## src/rtl/cov_pkg.sv

```systemverilog
// Shared coverage types and helpers used by the accumulator and the stagnation monitor.
package cov_pkg;

  localparam int unsigned COV_SUM_W     = 30;
  localparam int unsigned COV_POP_CHUNK = 32;
  localparam int unsigned COV_POP_CNT_W = $clog2(COV_POP_CHUNK) + 1;

  typedef logic [COV_SUM_W-1:0] cov_sum_t;

  // Number of set bits in one popcount slice.
  function automatic logic [COV_POP_CNT_W-1:0] popcount_chunk(input logic [COV_POP_CHUNK-1:0] v);
    logic [COV_POP_CNT_W-1:0] n;
    n = '0;
    for (int unsigned i = 0; i < COV_POP_CHUNK; i++) begin
      n = n + COV_POP_CNT_W'(v[i]);
    end
    return n;
  endfunction

endpackage

```

## src/rtl/cov_popcount_tree.sv

```systemverilog
// Combinational reduction of the per-slice partial popcounts into one delta.
module cov_popcount_tree #(
  parameter int unsigned N_CHUNKS = 8,
  parameter int unsigned PART_W   = 6,
  parameter int unsigned DELTA_W  = 9
) (
  input  logic [N_CHUNKS-1:0][PART_W-1:0] parts,
  output logic [DELTA_W-1:0]              delta_c
);

  always_comb begin
    delta_c = '0;
    for (int unsigned k = 0; k < N_CHUNKS; k++) begin
      delta_c = delta_c + DELTA_W'(parts[k]);
    end
  end

endmodule

```

## src/rtl/cov_accumulator.sv

```systemverilog
// Sticky coverage bitmap with a 3-stage pipeline counting newly covered points into cov_sum.
module cov_accumulator
  import cov_pkg::*;
#(
  parameter int unsigned N_POINTS  = 256,
  parameter int unsigned SUM_W     = COV_SUM_W,
  parameter int unsigned POP_CHUNK = COV_POP_CHUNK
) (
  input  logic                clock,
  input  logic                reset_n,
  input  logic                clear,
  input  logic                hit_valid,
  input  logic [N_POINTS-1:0] hit,
  output logic [SUM_W-1:0]    cov_sum,
  output logic                new_cov,
  output logic                map_full
);

  localparam int unsigned N_CHUNKS = N_POINTS / POP_CHUNK;
  localparam int unsigned PART_W   = COV_POP_CNT_W;
  localparam int unsigned DELTA_W  = $clog2(N_POINTS) + 1;

  logic [N_POINTS-1:0]              seen;
  logic [N_POINTS-1:0]              fresh_q;
  logic [N_POINTS-1:0]              hit_gated_c;
  logic [N_CHUNKS-1:0][PART_W-1:0]  part_q;
  logic [DELTA_W-1:0]               delta_c;
  logic [SUM_W:0]                   sum_wide_c;
  logic [SUM_W-1:0]                 sum_next_c;

  // Qualify hits so an undriven hit bus cannot reach the bitmap.
  assign hit_gated_c = hit & {N_POINTS{hit_valid}};

  // Stage 1: isolate first-time hits and update the sticky bitmap.
  always_ff @(posedge clock or negedge reset_n) begin
    if (!reset_n) begin
      seen    <= '0;
      fresh_q <= '0;
    end else if (clear) begin
      seen    <= '0;
      fresh_q <= '0;
    end else begin
      fresh_q <= hit_gated_c & ~seen;
      seen    <= seen | hit_gated_c;
    end
  end

  // Stage 2: per-slice partial popcounts.
  always_ff @(posedge clock or negedge reset_n) begin
    if (!reset_n) begin
      part_q <= '0;
    end else if (clear) begin
      part_q <= '0;
    end else begin
      for (int unsigned k = 0; k < N_CHUNKS; k++) begin
        part_q[k] <= popcount_chunk(fresh_q[k*POP_CHUNK +: POP_CHUNK]);
      end
    end
  end

  cov_popcount_tree #(
    .N_CHUNKS (N_CHUNKS),
    .PART_W   (PART_W),
    .DELTA_W  (DELTA_W)
  ) u_tree (
    .parts   (part_q),
    .delta_c (delta_c)
  );

  // Saturate at N_POINTS; reaching the clamp indicates a bitmap bug upstream.
  always_comb begin
    sum_wide_c = {1'b0, cov_sum} + (SUM_W+1)'(delta_c);
    sum_next_c = sum_wide_c[SUM_W-1:0];
    if (sum_wide_c > (SUM_W+1)'(N_POINTS)) begin
      sum_next_c = SUM_W'(N_POINTS);
    end
  end

  // Stage 3: running total and status flags.
  always_ff @(posedge clock or negedge reset_n) begin
    if (!reset_n) begin
      cov_sum  <= '0;
      new_cov  <= 1'b0;
      map_full <= 1'b0;
    end else if (clear) begin
      cov_sum  <= '0;
      new_cov  <= 1'b0;
      map_full <= 1'b0;
    end else begin
      cov_sum  <= sum_next_c;
      new_cov  <= (delta_c != '0);
      map_full <= (sum_next_c == SUM_W'(N_POINTS));
    end
  end

  overflow_clamp_a: assert property (
    @(posedge clock) disable iff (!reset_n)
    clear || (sum_wide_c <= (SUM_W+1)'(N_POINTS))
  );

endmodule

```

## config.mk

```make
export PLATFORM = sky130hd
export DESIGN_NAME = cov_accumulator
export DESIGN_NICKNAME = d
export VERILOG_FILES = /design/src/rtl/cov_pkg.sv /design/src/rtl/cov_popcount_tree.sv /design/src/rtl/cov_accumulator.sv
export SDC_FILE = /design/constraint.sdc
export NUM_CORES = 1
export LEC_CHECK = 0
export CORE_ASPECT_RATIO = 1.4
export CORE_MARGIN = 2
export CORE_UTILIZATION = 58
export CTS_CLUSTER_DIAMETER = 100
export DETAILED_ROUTE_END_ITERATION = 7
export DONT_BUFFER_PORTS = 1
export HOLD_SLACK_MARGIN = 0.15
export PLACE_DENSITY_LB_ADDON = 0.12
export SYNTH_ARGS = -nofsm -noshare
export SYNTH_HDL_FRONTEND = slang
export SYNTH_SLANG_ARGS = --single-unit
```

## constraint.sdc

```tcl
create_clock -name clock -period 6.92 [get_ports clock]
set_input_delay 1.384 -clock clock [delete_from_list [all_inputs] [get_ports clock]]
set_output_delay 1.384 -clock clock [all_outputs]
set_load 0.01 [all_outputs]
```

=== Yosys cells after proc, flatten, opt, wreduce, memory -nomap -nowiden ===
Index checks and enable logic that the tools add are counted.
Widths: inputs -> output; s select.

* Bits in read-only memories: 0
* Register bits: 592
* Memories kept: 0
* Bits in latches: 0
* RAM bits: 0
* Output and inout port bits: 32

* Reduce and logical (&&, ||, !) cells: 1
* Add/sub/neg operators: 256
* Muxes and demuxes: 7
* Div/mod/pow operators: 0
* Multiply operators: 0
* Order comparisons: 1
* Shift operators: 0
* Bitwise operators: 4
* Equal/unequal tests: 1

{| class="wikitable"
|+ Operators by type and width
! cell !! number
|-
| $add 6x1->6 || 208
|-
| $and 256x256->256 || 2
|-
| $mux 256 || 2
|-
| $not 256->256 || 1
|-
| $or 256x256->256 || 1
|-
| $mux 30 || 2
|-
| $add 9x6->9 || 6
|-
| $add 5x1->6 || 8
|-
| $mux 48 || 1
|-
| $add 4x1->5 || 8
|-
| $add 3x1->4 || 8
|-
| $add 30x9->31 || 1
|-
| $gt 31x9->1 const B || 1
|-
| $eq 30x9->1 const B || 1
|-
| $add 2x1->3 || 8
|-
| $add 1x1->2 || 8
|-
| $reduce_bool 9->1 || 1
|-
| $add 6x6->7 || 1
|-
| $mux 1 || 2
|}

=== Longest topological paths before layout ===
Gate-level depths: netlist of the first run.

* Depth after elaboration: 32
* Gate-level depth with buffers: 27

=== By module ===
A second synthesis of the first run with hierarchy kept.

* Cells, all modules: 2,399
* Area, all modules: 28,091.9 um^2

{| class="wikitable"
|+ Modules (own cells, without submodules)
! module !! area an instance (um^2) !! cells an instance !! instances !! sequential area each (um^2)
|-
| cov_accumulator || 26,802.0 || 2,259 || 1 || 14,814.2
|-
| cov_popcount_tree || 1,290.0 || 140 || 1 || 0.0
|}

=== Worst setup path before layout of the first run ===
OpenSTA, ideal clock, no wires.

* Path kind: reg-to-reg
* From: register part_q[0] (netlist name)
* To: register cov_sum[8]
* Cell stages (with the launch flop): 27
* Setup slack: 205 ps
* Arrival: 6,585 ps
* Buffers on the path: 0
* Cell sequence: dfrtp_1 -> ha_1 -> fa_1 -> xor2_1 -> fa_1 -> inv_1 -> fa_1 -> fa_1 -> inv_1 -> fa_1 -> ha_1 -> a21o_1 -> a21oi_1 -> nor2b_1 -> nor3_1 -> o21bai_1 -> a21oi_1 -> xnor2_1 -> ha_1 -> a21oi_1 -> nand2_1 -> a21oi_2 -> nand2_1 -> mux2_1 -> o21ai_1 -> nand4_2 -> o41a_1

* Longest elaborated chain between the ends: 11

{| class="wikitable"
|+ Ends and longest elaborated chain
! item !! line !! text
|-
| start, declared || cov_accumulator.sv:26 || <nowiki>logic [N_CHUNKS-1:0][PART_W-1:0] part_q;</nowiki>
|-
| start signal, assigned by index || cov_accumulator.sv:56 || <nowiki>part_q[k] <= popcount_chunk(fresh_q[k*POP_CHUNK +: POP_CHUNK]);</nowiki>
|-
| $add 6x6->7 (*) || cov_popcount_tree.sv:14 || <nowiki>delta_c = delta_c + DELTA_W'(parts[k]);</nowiki>
|-
| $add 9x6->9 (*) (6 in a row) || cov_popcount_tree.sv:14 ||
|-
| $add 30x9->31 (*) || cov_accumulator.sv:72 || <nowiki>sum_wide_c = {1'b0, cov_sum} + (SUM_W+1)'(delta_c);</nowiki>
|-
| $gt 31x9->1 || cov_accumulator.sv:74 || <nowiki>if (sum_wide_c > (SUM_W+1)'(N_POINTS)) begin</nowiki>
|-
| $mux 30 (*) || cov_accumulator.sv:74 ||
|-
| $mux 30 (*) || cov_accumulator.sv:85 || <nowiki>end else if (clear) begin</nowiki>
|-
| end signal, assigned || cov_accumulator.sv:90 || <nowiki>cov_sum <= sum_next_c;</nowiki>
|-
| end, declared || cov_accumulator.sv:14 || <nowiki>output logic [SUM_W-1:0] cov_sum,</nowiki>
|}

Every way passes the cells marked *; elsewhere a longest branch is shown, timed or not.

=== Final worst setup path of the first run ===
* From: register part_q[0] (netlist name)
* To: register map_full

* Longest elaborated chain between the ends: 12

{| class="wikitable"
|+ Ends and longest elaborated chain
! item !! line !! text
|-
| $add 6x6->7 (*) || cov_popcount_tree.sv:14 ||
|-
| $add 9x6->9 (*) (6 in a row) || cov_popcount_tree.sv:14 ||
|-
| $add 30x9->31 (*) || cov_accumulator.sv:72 ||
|-
| $gt 31x9->1 || cov_accumulator.sv:74 ||
|-
| $mux 30 (*) || cov_accumulator.sv:74 ||
|-
| $eq 30x9->1 (*) || cov_accumulator.sv:92 || <nowiki>map_full <= (sum_next_c == SUM_W'(N_POINTS));</nowiki>
|-
| $mux 1 (*) || cov_accumulator.sv:85 ||
|-
| end signal, assigned || cov_accumulator.sv:92 ||
|-
| end, declared || cov_accumulator.sv:16 || <nowiki>output logic map_full</nowiki>
|}

Marked as above.

==> impl_metrics.json, run 1 <==
{
  "yosysSeqAreaShare_pct": 53.0,
  "cts_buffers": 55,
  "grt_max_degree": 593,
  "top_level_ports": 292,
  "grt_pass1_vias": 18146,
  "hold_viol": 0,
  "worstPathArrival_ns": 7.13,
  "dr.pass1.iters": 4,
  "grt_pass1_wl_mm": 92.9,
  "power_density_nw_per_um2": 347,
  "syn_inst": 2384,
  "cp_num_buf_inv": 2,
  "rows": 95,
  "vias_per_cell": 5.31,
  "drc_errors": 0,
  "tightest_slew_ns": 2.63,
  "antenna_cells": 0,
  "yosysMostFrequentCell": "dfrtp_1",
  "synth_area_leaders": "dfrtp_1, fa_1, nor3b_1",
  "ctsRootBufferMaster": "clkbuf_16",
  "synth_common_cells": "dfrtp_1, inv_1, nor2_1",
  "fin_skew_ns": 0.0237,
  "clk_pin_slew_worst_paths_ns": 0.07,
  "htreeDepth": 2,
  "synth_mux_area_share_pct": 0.148,
  "r2r_slack_ns": 0.26,
  "gr-total-overflow": 0,
  "synth-edff-count": 0,
  "grt_use_total_pct": 23.4,
  "synthAdderAreaFrac_pct": 19.7,
  "drt_iter0_markers": 892,
  "nets": 2951,
  "place_ws_ns": -0.151,
  "synth-simple-area-share_pct": 13.2,
  "antenna_found_initial": 0,
  "startpoint_type": "register",
  "cp_common_cell": "fa_1",
  "fin_crit_sh_pct": 96.3,
  "placed_cells_incl_taps": 2950,
  "antenna_left": 0,
  "failed_checks": "slew limit",
  "finalPower_mw": 10.7,
  "clkLatencyLatePin_ns": 0.61,
  "yosys_warnings": 0,
  "route.vias.total": 16248,
  "layout_setup_ws_ns": 0.256,
  "core_um2": 47800,
  "status": "complete, but fails checks",
  "syn_area_um2": 28000,
  "dp_hpwl_mm": 36.9,
  "cap_violations": 0,
  "worstPathRequired_ns": 7.38,
  "die_h_um": 264,
  "synth_largest_area_cell": "dfrtp_1",
  "area_growth_pct": 9.95,
  "place_congestion": 0.843,
  "cp_top_family": "adder cells",
  "yosysTopAreaCellShare_pct": 53.0,
  "routed_wl_mm": 55.7,
  "fill_cells": 3740,
  "ys_ff_latch": 592,
  "slowest_stage": "fa_2",
  "r2r_cells": 25,
  "initial_core_util_pct": 58.5,
  "fin_util_pct": 64.3,
  "drive_gt1_share_pct": 6.21,
  "setup_viol": 0,
  "period_needed_ns": 6.66,
  "hold_depth": 1,
  "max_stage_delay_ns": 0.56,
  "clk_path_buf_depth": 3,
  "worstSetupPathType": "reg -> reg",
  "synth_top_family_by_area": "adder cells",
  "synthFlopType": "dfrtp_1",
  "fmax_mhz": 150,
  "die-area_um2": 50000,
  "relSlewSlack_pct": -75.6,
  "fin_cells": 3060,
  "synth-compound-area-share_pct": 6.91,
  "cts_sinks": 592,
  "worstSetupEndpointType": "register",
  "synth_xor_area_share_pct": 1.35,
  "p_leak_nw": 14.8,
  "ir_worst_vdd_uv": 516,
  "slew_viol_final": 352,
  "die_w_um": 190,
  "cp_max_fo": 5,
  "avgSynthCellArea_um2": 11.7,
  "cp.depth": 25,
  "yosysUniqueCellTypes": 55,
  "cts_tree": "yes",
  "port_buffers": 0,
  "async_flop_share_pct": 100,
  "avgRoutedWirePerCell_um": 18.2,
  "min_path_type": "reg -> reg"
}
==> logic make-up (layout without fill, tap and decap cells) <==
group,count (synthesis),after routing
AO/OA/AOI/OAI,354,355
flip-flops,592,592
XOR/XNOR,43,43
multiplexers,4,4
adder cells (fa/ha/maj),306,306
AND/OR/NAND/NOR,660,660
buffers and inverters,424,449
other,1,21
==> layout make-up <==
| type | instances | area (um2) | share of cell area (%) |
|---|---|---|---|
| tap | 630 | 788 | 2.56 |
| timing repair buffer | 14 | 134 | 0.436 |
| sequential | 592 | 14800 | 48.2 |
| inverter | 333 | 1250 | 4.07 |
| clock inverter | 28 | 367 | 1.19 |
| multi-input combinational | 1389 | 11800 | 38.5 |
| clock buffer | 74 | 1550 | 5.04 |
==> report_power, final <==
group          internal [mW]  switching [mW]  total (mW)
clock                   1.87            1.32        3.19
combinational           1.65            2.01        3.66
sequential              3.70           0.134        3.83
total                   7.22            3.46        10.7
==> path summary, 6_finish.rpt <==
| kind | start | end |
|---|---|---|
| max in group asynchronous | reset_n | map_full$_DFF_PN0_ |
| max reg2reg | part_q[0]$_DFF_PN0_ | map_full$_DFF_PN0_ |
| max | part_q[0]$_DFF_PN0_ | map_full$_DFF_PN0_ |
| min in group asynchronous | reset_n | seen[11]$_DFF_PN0_ |
| min | seen[102]$_DFF_PN0_ | fresh_q[102]$_DFF_PN0_ |
| min reg2reg | seen[102]$_DFF_PN0_ | fresh_q[102]$_DFF_PN0_ |
==> state kept, by name (all words and copies together), names as in the netlist <==
signal	count
new_cov	1
map_full	1
seen	256
fresh_q	256
part_q	48
cov_sum	30
==> per-stage QoR <==
stage / hold WS, ns / setup TNS, ns / instance area (um2)
after floorplan: 0.408 / 0 / 28000
after detailed placement: 0.416 / -0.891 / 28500
after global placement: 0.414 / 0 / 28500
after CTS: 0.421 / 0 / 30600
after global routing: 0.423 / -0.0205 / 30700
final: 0.421 / 0 / 30700
==> cells in the final DEF (no fill, tap or decap), drive strengths merged, types with 9 or more instances in the layout <==
master / instances
buf: 14
nand3: 18
o21ai: 13
fa: 222
nor2: 299
nand2: 19
nor3b: 265
nor4: 9
a21o: 22
dfrtp: 592
clkinv: 17
clkbuf: 74
nor2b: 19
xor2: 26
ha: 84
xnor2: 17
a21oi: 300
inv: 333
conb: 21
==> timing repair <==
action	4_1_cts	5_1_grt
buffers inserted	2	5
resized for setup	13	28
gates cloned	1	0
pin swaps	4	22
endpoints found under the setup margin	10	10
hold buffers	0	0
==> per-layer routing <==
metal | up-vias | global-route usage [%] | routed length [um]
li1 | 7611 | - | -
met1 | 8241 | 28.3 | 21600
met2 | 297 | 40.8 | 28700
met3 | 99 | 6.20 | 3510
met4 | 0 | 7.81 | 1870
met5 | - | 0 | 0
(Power assumes the default switching activity.)
==> run 2: changes to the inputs <==
Settings changed: CORE_ASPECT_RATIO 1.4 to 1.5.
==> impl_metrics.json, run 2 (synthesized netlist as in run 1, its figures left out) <==
{
  "fmax_mhz": 150,
  "timing.rr.start": "part_q[0]$_DFF_PN0_",
  "r2r_slack_ns": 0.23,
  "route.vias.total": 16360,
  "ctsRootBufferMaster": "clkbuf_16",
  "tightest_slew_ns": 3.08,
  "final_cell_mix": "dfrtp_1, inv_1, nor2_1, a21oi_1, nor3b_1",
  "cts_buffers": 55,
  "fin_setup_tns_ns": 0,
  "worstPathRequired_ns": 7.39,
  "worstSetupPathType": "reg -> reg",
  "port_buffers": 0,
  "layout_commonest_cell": "dfrtp_1",
  "worstSetupEndpoint": "cov_sum[1]$_DFF_PN0_",
  "antenna_found_initial": 0,
  "die_h_um": 273,
  "p_leak_nw": 14.8,
  "finalPower_mw": 10.6,
  "relSlewSlack_pct": -105,
  "startpoint_type": "register",
  "area_growth_pct": 9.61,
  "power_density_nw_per_um2": 345,
  "slew_viol_final": 412,
  "clkLatencyLatePin_ns": 0.59,
  "avgRoutedWirePerCell_um": 18.8,
  "grt_pass1_vias": 18236,
  "top_level_ports": 292,
  "worstPathArrival_ns": 7.15,
  "drive_gt1_share_pct": 6.10,
  "drc_errors": 0,
  "slowest_stage": "fa_1",
  "worstSetupEndpointType": "register",
  "fin_hold_ws_ns": 0.420,
  "cts_tree": "yes",
  "rows": 98,
  "dp_hpwl_mm": 38.3,
  "htreeDepth": 2,
  "max_stage_delay_ns": 0.52,
  "clk_path_buf_depth": 3,
  "gr-total-overflow": 0,
  "cap_violations": 0,
  "fin_crit_sh_pct": 96.6,
  "setup_viol": 0,
  "die_w_um": 183,
  "vias_per_cell": 5.40,
  "antenna_left": 0,
  "reg2reg_to": "cov_sum[1]$_DFF_PN0_",
  "ir_worst_vdd_uv": 468,
  "routed_wl_mm": 56.8,
  "cp_max_fo": 8,
  "failed_checks": "slew limit",
  "status": "complete, but fails checks",
  "grt_use_total_pct": 23.7,
  "placed_cells_incl_taps": 2923,
  "grt_max_degree": 593,
  "grt_pass1_wl_mm": 93.8,
  "r2r_cells": 28,
  "dr.pass1.iters": 6,
  "initial_core_util_pct": 58.6,
  "nets": 2949,
  "antenna_cells": 0,
  "clk_pin_slew_worst_paths_ns": 0.06,
  "hold_viol": 0,
  "drt_iter0_markers": 826,
  "fin_cells": 3027,
  "reg.largest.list": "fresh_q: 256 flops, seen: 256 flops, part_q: 48 flops",
  "core_um2": 47700,
  "min_path_type": "reg -> reg",
  "fin_skew_ns": 0.0264,
  "cts_sinks": 592,
  "cp-startpoint": "part_q[0]$_DFF_PN0_",
  "die-area_um2": 50000,
  "cp_common_cell": "fa_1",
  "period_needed_ns": 6.69,
  "place_congestion": 0.831
}
run 2: report_power, final:
group | internal [mW] | switching [mW]
registers | 3.70 | 0.133
clock network | 1.83 | 1.29
logic | 1.62 | 2.00
run 2: per-layer routing:
metal	routed length (um)	global-route usage, %	vias up
li1	-	-	7612
met1	21400	28.1	8317
met2	30100	42.4	321
met3	3390	5.40	110
met4	1980	8.13	0
met5	0	0	-
run 2: cell type report:
class                   instances  area, um2
flip-flops and latches        592      14800
well taps                     600        751
repair buffers                 13        118
clock inverters                21        254
multi-input cells            1388      11800
inverters                     333       1250
fillers                      3766      17100
clock buffers                  80       1640
run 2: repair_timing:
| item | CTS | global route |
|---|---|---|
| pin swaps | 1 | 17 |
| gates resized for setup | 9 | 28 |
| gates cloned | 0 | 0 |
| hold buffers | 0 | 0 |
| setup endpoints to repair | 10 | 10 |
| buffers inserted | 2 | 1 |
run 2: worst max-delay path, delay by kind of cell, from the launching register on:
family | cells | cell delay, ns
muxes | 1 | 0.32
AOI/OAI and AO/OA | 7 | 0.94
DFF | 1 | 0.36
and+or+nand+nor | 7 | 1.26
buffers and inverters | 3 | 0.32
adders and majority gates | 8 | 3.11
xor gates and xnor gates | 2 | 0.23
run 2: worst min path at each step:
stage,from,endpoint,slack (ns),cells after the start
after floorplan,seen[0]$_DFF_PN0_,fresh_q[0]$_DFF_PN0_,0.41,1
after global placement,seen[6]$_DFF_PN0_,fresh_q[6]$_DFF_PN0_,0.41,1
after detailed placement,seen[73]$_DFF_PN0_,fresh_q[73]$_DFF_PN0_,0.42,1
after CTS,seen[73]$_DFF_PN0_,fresh_q[73]$_DFF_PN0_,0.42,1
after global routing,seen[138]$_DFF_PN0_,fresh_q[138]$_DFF_PN0_,0.43,1
final,seen[49]$_DFF_PN0_,fresh_q[49]$_DFF_PN0_,0.42,1
run 2: stage by stage:
step                setup WS (ns)  util [%]  instance area, um2
floorplan                   0.205         -               28000
global route              -0.0575      64.2               30600
detailed placement         -0.200      59.8               28500
global placement           0.0593      59.8               28500
CTS                        0.0136      63.9               30500
finish                      0.233      64.2               30600
==> run 3: changes to the inputs <==
==> constraint.sdc (replaced) <==
create_clock -name clock -period 6.92 [get_ports clock]
set_input_delay 0.692 -clock clock [delete_from_list [all_inputs] [get_ports clock]]
set_output_delay 0.692 -clock clock [all_outputs]
set_load 0.01 [all_outputs]
==> impl_metrics.json, run 3 (synthesized netlist as in run 1, its figures left out) <==
{
  "fmax_mhz": 150,
  "worstPathArrival_ns": 7.16,
  "area_growth_pct": 10.6,
  "layout_setup_ws_ns": 0.253,
  "drt_iter0_markers": 872,
  "place_congestion": 0.830,
  "htreeDepth": 2,
  "initial_core_util_pct": 58.6,
  "p_leak_nw": 15.0,
  "cp_max_fo": 8,
  "fin_skew_ns": 0.0184,
  "antenna_left": 0,
  "status": "complete, but fails checks",
  "route.vias.total": 16283,
  "die_w_um": 183,
  "rows": 98,
  "cp_top_family": "adder cells",
  "fill_cells": 3700,
  "multiInputGateArea_um2": 11900,
  "setup_viol": 0,
  "grt_pass1_vias": 18037,
  "hold_viol": 141,
  "period_needed_ns": 6.67,
  "seqCellArea_um2": 14800,
  "ir_worst_vdd_uv": 514,
  "ctsRootBufferMaster": "clkbuf_16",
  "worstSetupPathType": "reg -> reg",
  "nets": 2953,
  "cts_buffers": 56,
  "vias_per_cell": 5.37,
  "gr-total-overflow": 0,
  "reg.largest.list": "fresh_q: 256 flops, seen: 256 flops, part_q: 48 flops",
  "layout_commonest_cell": "dfrtp_1",
  "power_density_nw_per_um2": 353,
  "place_ws_ns": -0.168,
  "dp_hpwl_mm": 38.1,
  "antenna_cells": 0,
  "final_cell_mix": "dfrtp_1, inv_1, nor2_1, a21oi_1, nor3b_1",
  "worstPathRequired_ns": 7.42,
  "min_path_type": "in -> async",
  "cts_tree": "yes",
  "cp_num_buf_inv": 3,
  "grt_max_degree": 593,
  "startpoint_type": "register",
  "cp_common_cell": "fa_1",
  "fin_hold_ws_ns": -0.200,
  "top_level_ports": 292,
  "fin_crit_sh_pct": 96.3,
  "cap_violations": 0,
  "die-area_um2": 50000,
  "relSlewSlack_pct": -60.5,
  "avgRoutedWirePerCell_um": 18.8,
  "grt_pass1_wl_mm": 93.2,
  "max_stage_delay_ns": 0.57,
  "worstSetupEndpointType": "register",
  "clkLatencyLatePin_ns": 0.60,
  "slowest_stage": "fa_2",
  "fin_setup_tns_ns": 0,
  "rsz0062_at_grt": "true",
  "drive_gt1_share_pct": 6.70,
  "final_area_um2": 30900,
  "tightest_slew_ns": 2.41,
  "clk_pin_slew_worst_paths_ns": 0.06,
  "cts_sinks": 592,
  "port_buffers": 0,
  "core_um2": 47700,
  "drc_errors": 0,
  "dr.pass1.iters": 6,
  "failed_checks": "hold timing, slew limit",
  "die_h_um": 273,
  "slew_viol_final": 369,
  "antenna_found_initial": 0,
  "dpl_cell_area_um2": 28500,
  "routed_wl_mm": 57.1,
  "clk_path_buf_depth": 3,
  "grt_use_total_pct": 23.8
}
## run 3: cell types whose count changed in the layout (fill, tap and decap cells not counted), moves of 4 or more
| cell | previous run | this run |
|---|---|---|
| clkbuf_8 | 15 | 10 |
| nor4_4 | 3 | 7 |
| buf_4 | 11 | 15 |
| bufinv_16 | 5 | 11 |
## run 3: timing repair
action | in CTS | in global routing
hold endpoints to repair | 592 | 592
pin swaps | 1 | 41
endpoints found under the setup margin | 10 | 10
resized for setup | 6 | 49
buffers inserted | 2 | 3
## run 3: routing by layer
metal  vias to the layer above  routed length [um]  track usage [%]
li1                       7605                   -                -
met1                      8235               21500             28.4
met2                       319               29900             41.5
met3                       124                3440             6.02
met4                         0                2320             9.37
met5                         -                   0                0
## run 3: where the power goes
group          switching [mW]  internal [mW]  total [mW]
combinational            2.05           1.68        3.73
clock                    1.32           2.05        3.37
sequential              0.131           3.70        3.83
total                    3.50           7.42        10.9
## run 3: path summary, 6_finish.rpt
path                                startpoint                     end  slack [ns]  depth (start not counted)
hold reg to reg            seen[123]$_DFF_PN0_  fresh_q[123]$_DFF_PN0_        0.41                          1
setup / recovery           part_q[6]$_DFF_PN0_    cov_sum[7]$_DFF_PN0_        0.25                         26
max in group asynchronous              reset_n   cov_sum[18]$_DFF_PN0_        5.22                          0
hold / removal                         reset_n   fresh_q[17]$_DFF_PN0_       -0.20                          0
setup reg to reg           part_q[6]$_DFF_PN0_    cov_sum[7]$_DFF_PN0_        0.25                         26
min in group clock                     hit[68]   fresh_q[68]$_DFF_PN0_        0.23                          1
## run 3: area by class of cell
class	instances	share of cell area (%)
Timing Repair Buffer	16	0.429
Inverter	333	4.04
Clock inverter	29	1.44
Clock buffer	74	5.21
Sequential cell	592	47.9
Multi-Input combinational cell	1388	38.5
Tap cell	600	2.43
## run 3: worst register-to-register path: stages (launching register included)
cell,delay [ns]
dfrtp_1,0.37
ha_2,0.20
fa_2,0.39
xor2_2,0.17
fa_1,0.48
inv_1,0.05
fa_1,0.46
fa_1,0.53
inv_2,0.04
fa_2,0.57
ha_4,0.21
a21o_1,0.15
a21oi_2,0.20
nor2b_4,0.07
nor3_4,0.20
o21bai_1,0.09
a21oi_1,0.16
xnor2_1,0.13
ha_1,0.40
and3_4,0.26
a21o_4,0.15
nand2_2,0.06
or4b_1,0.46
o311ai_1,0.13
nand3_4,0.12
buf_4,0.23
nor4_4,0.28
## run 3: per-stage QoR
step | instances | utilization, % | power [mW]
2_1_floorplan | 2404 | - | 6.61
3_3_place_gp | 2924 | 59.8 | 7.29
3_5_place_dp | 2924 | 59.8 | 7.44
4_1_cts | 3029 | 64.2 | 10.9
5_1_grt | 3032 | 64.8 | 11.8
6_report | 3032 | 64.8 | 10.9
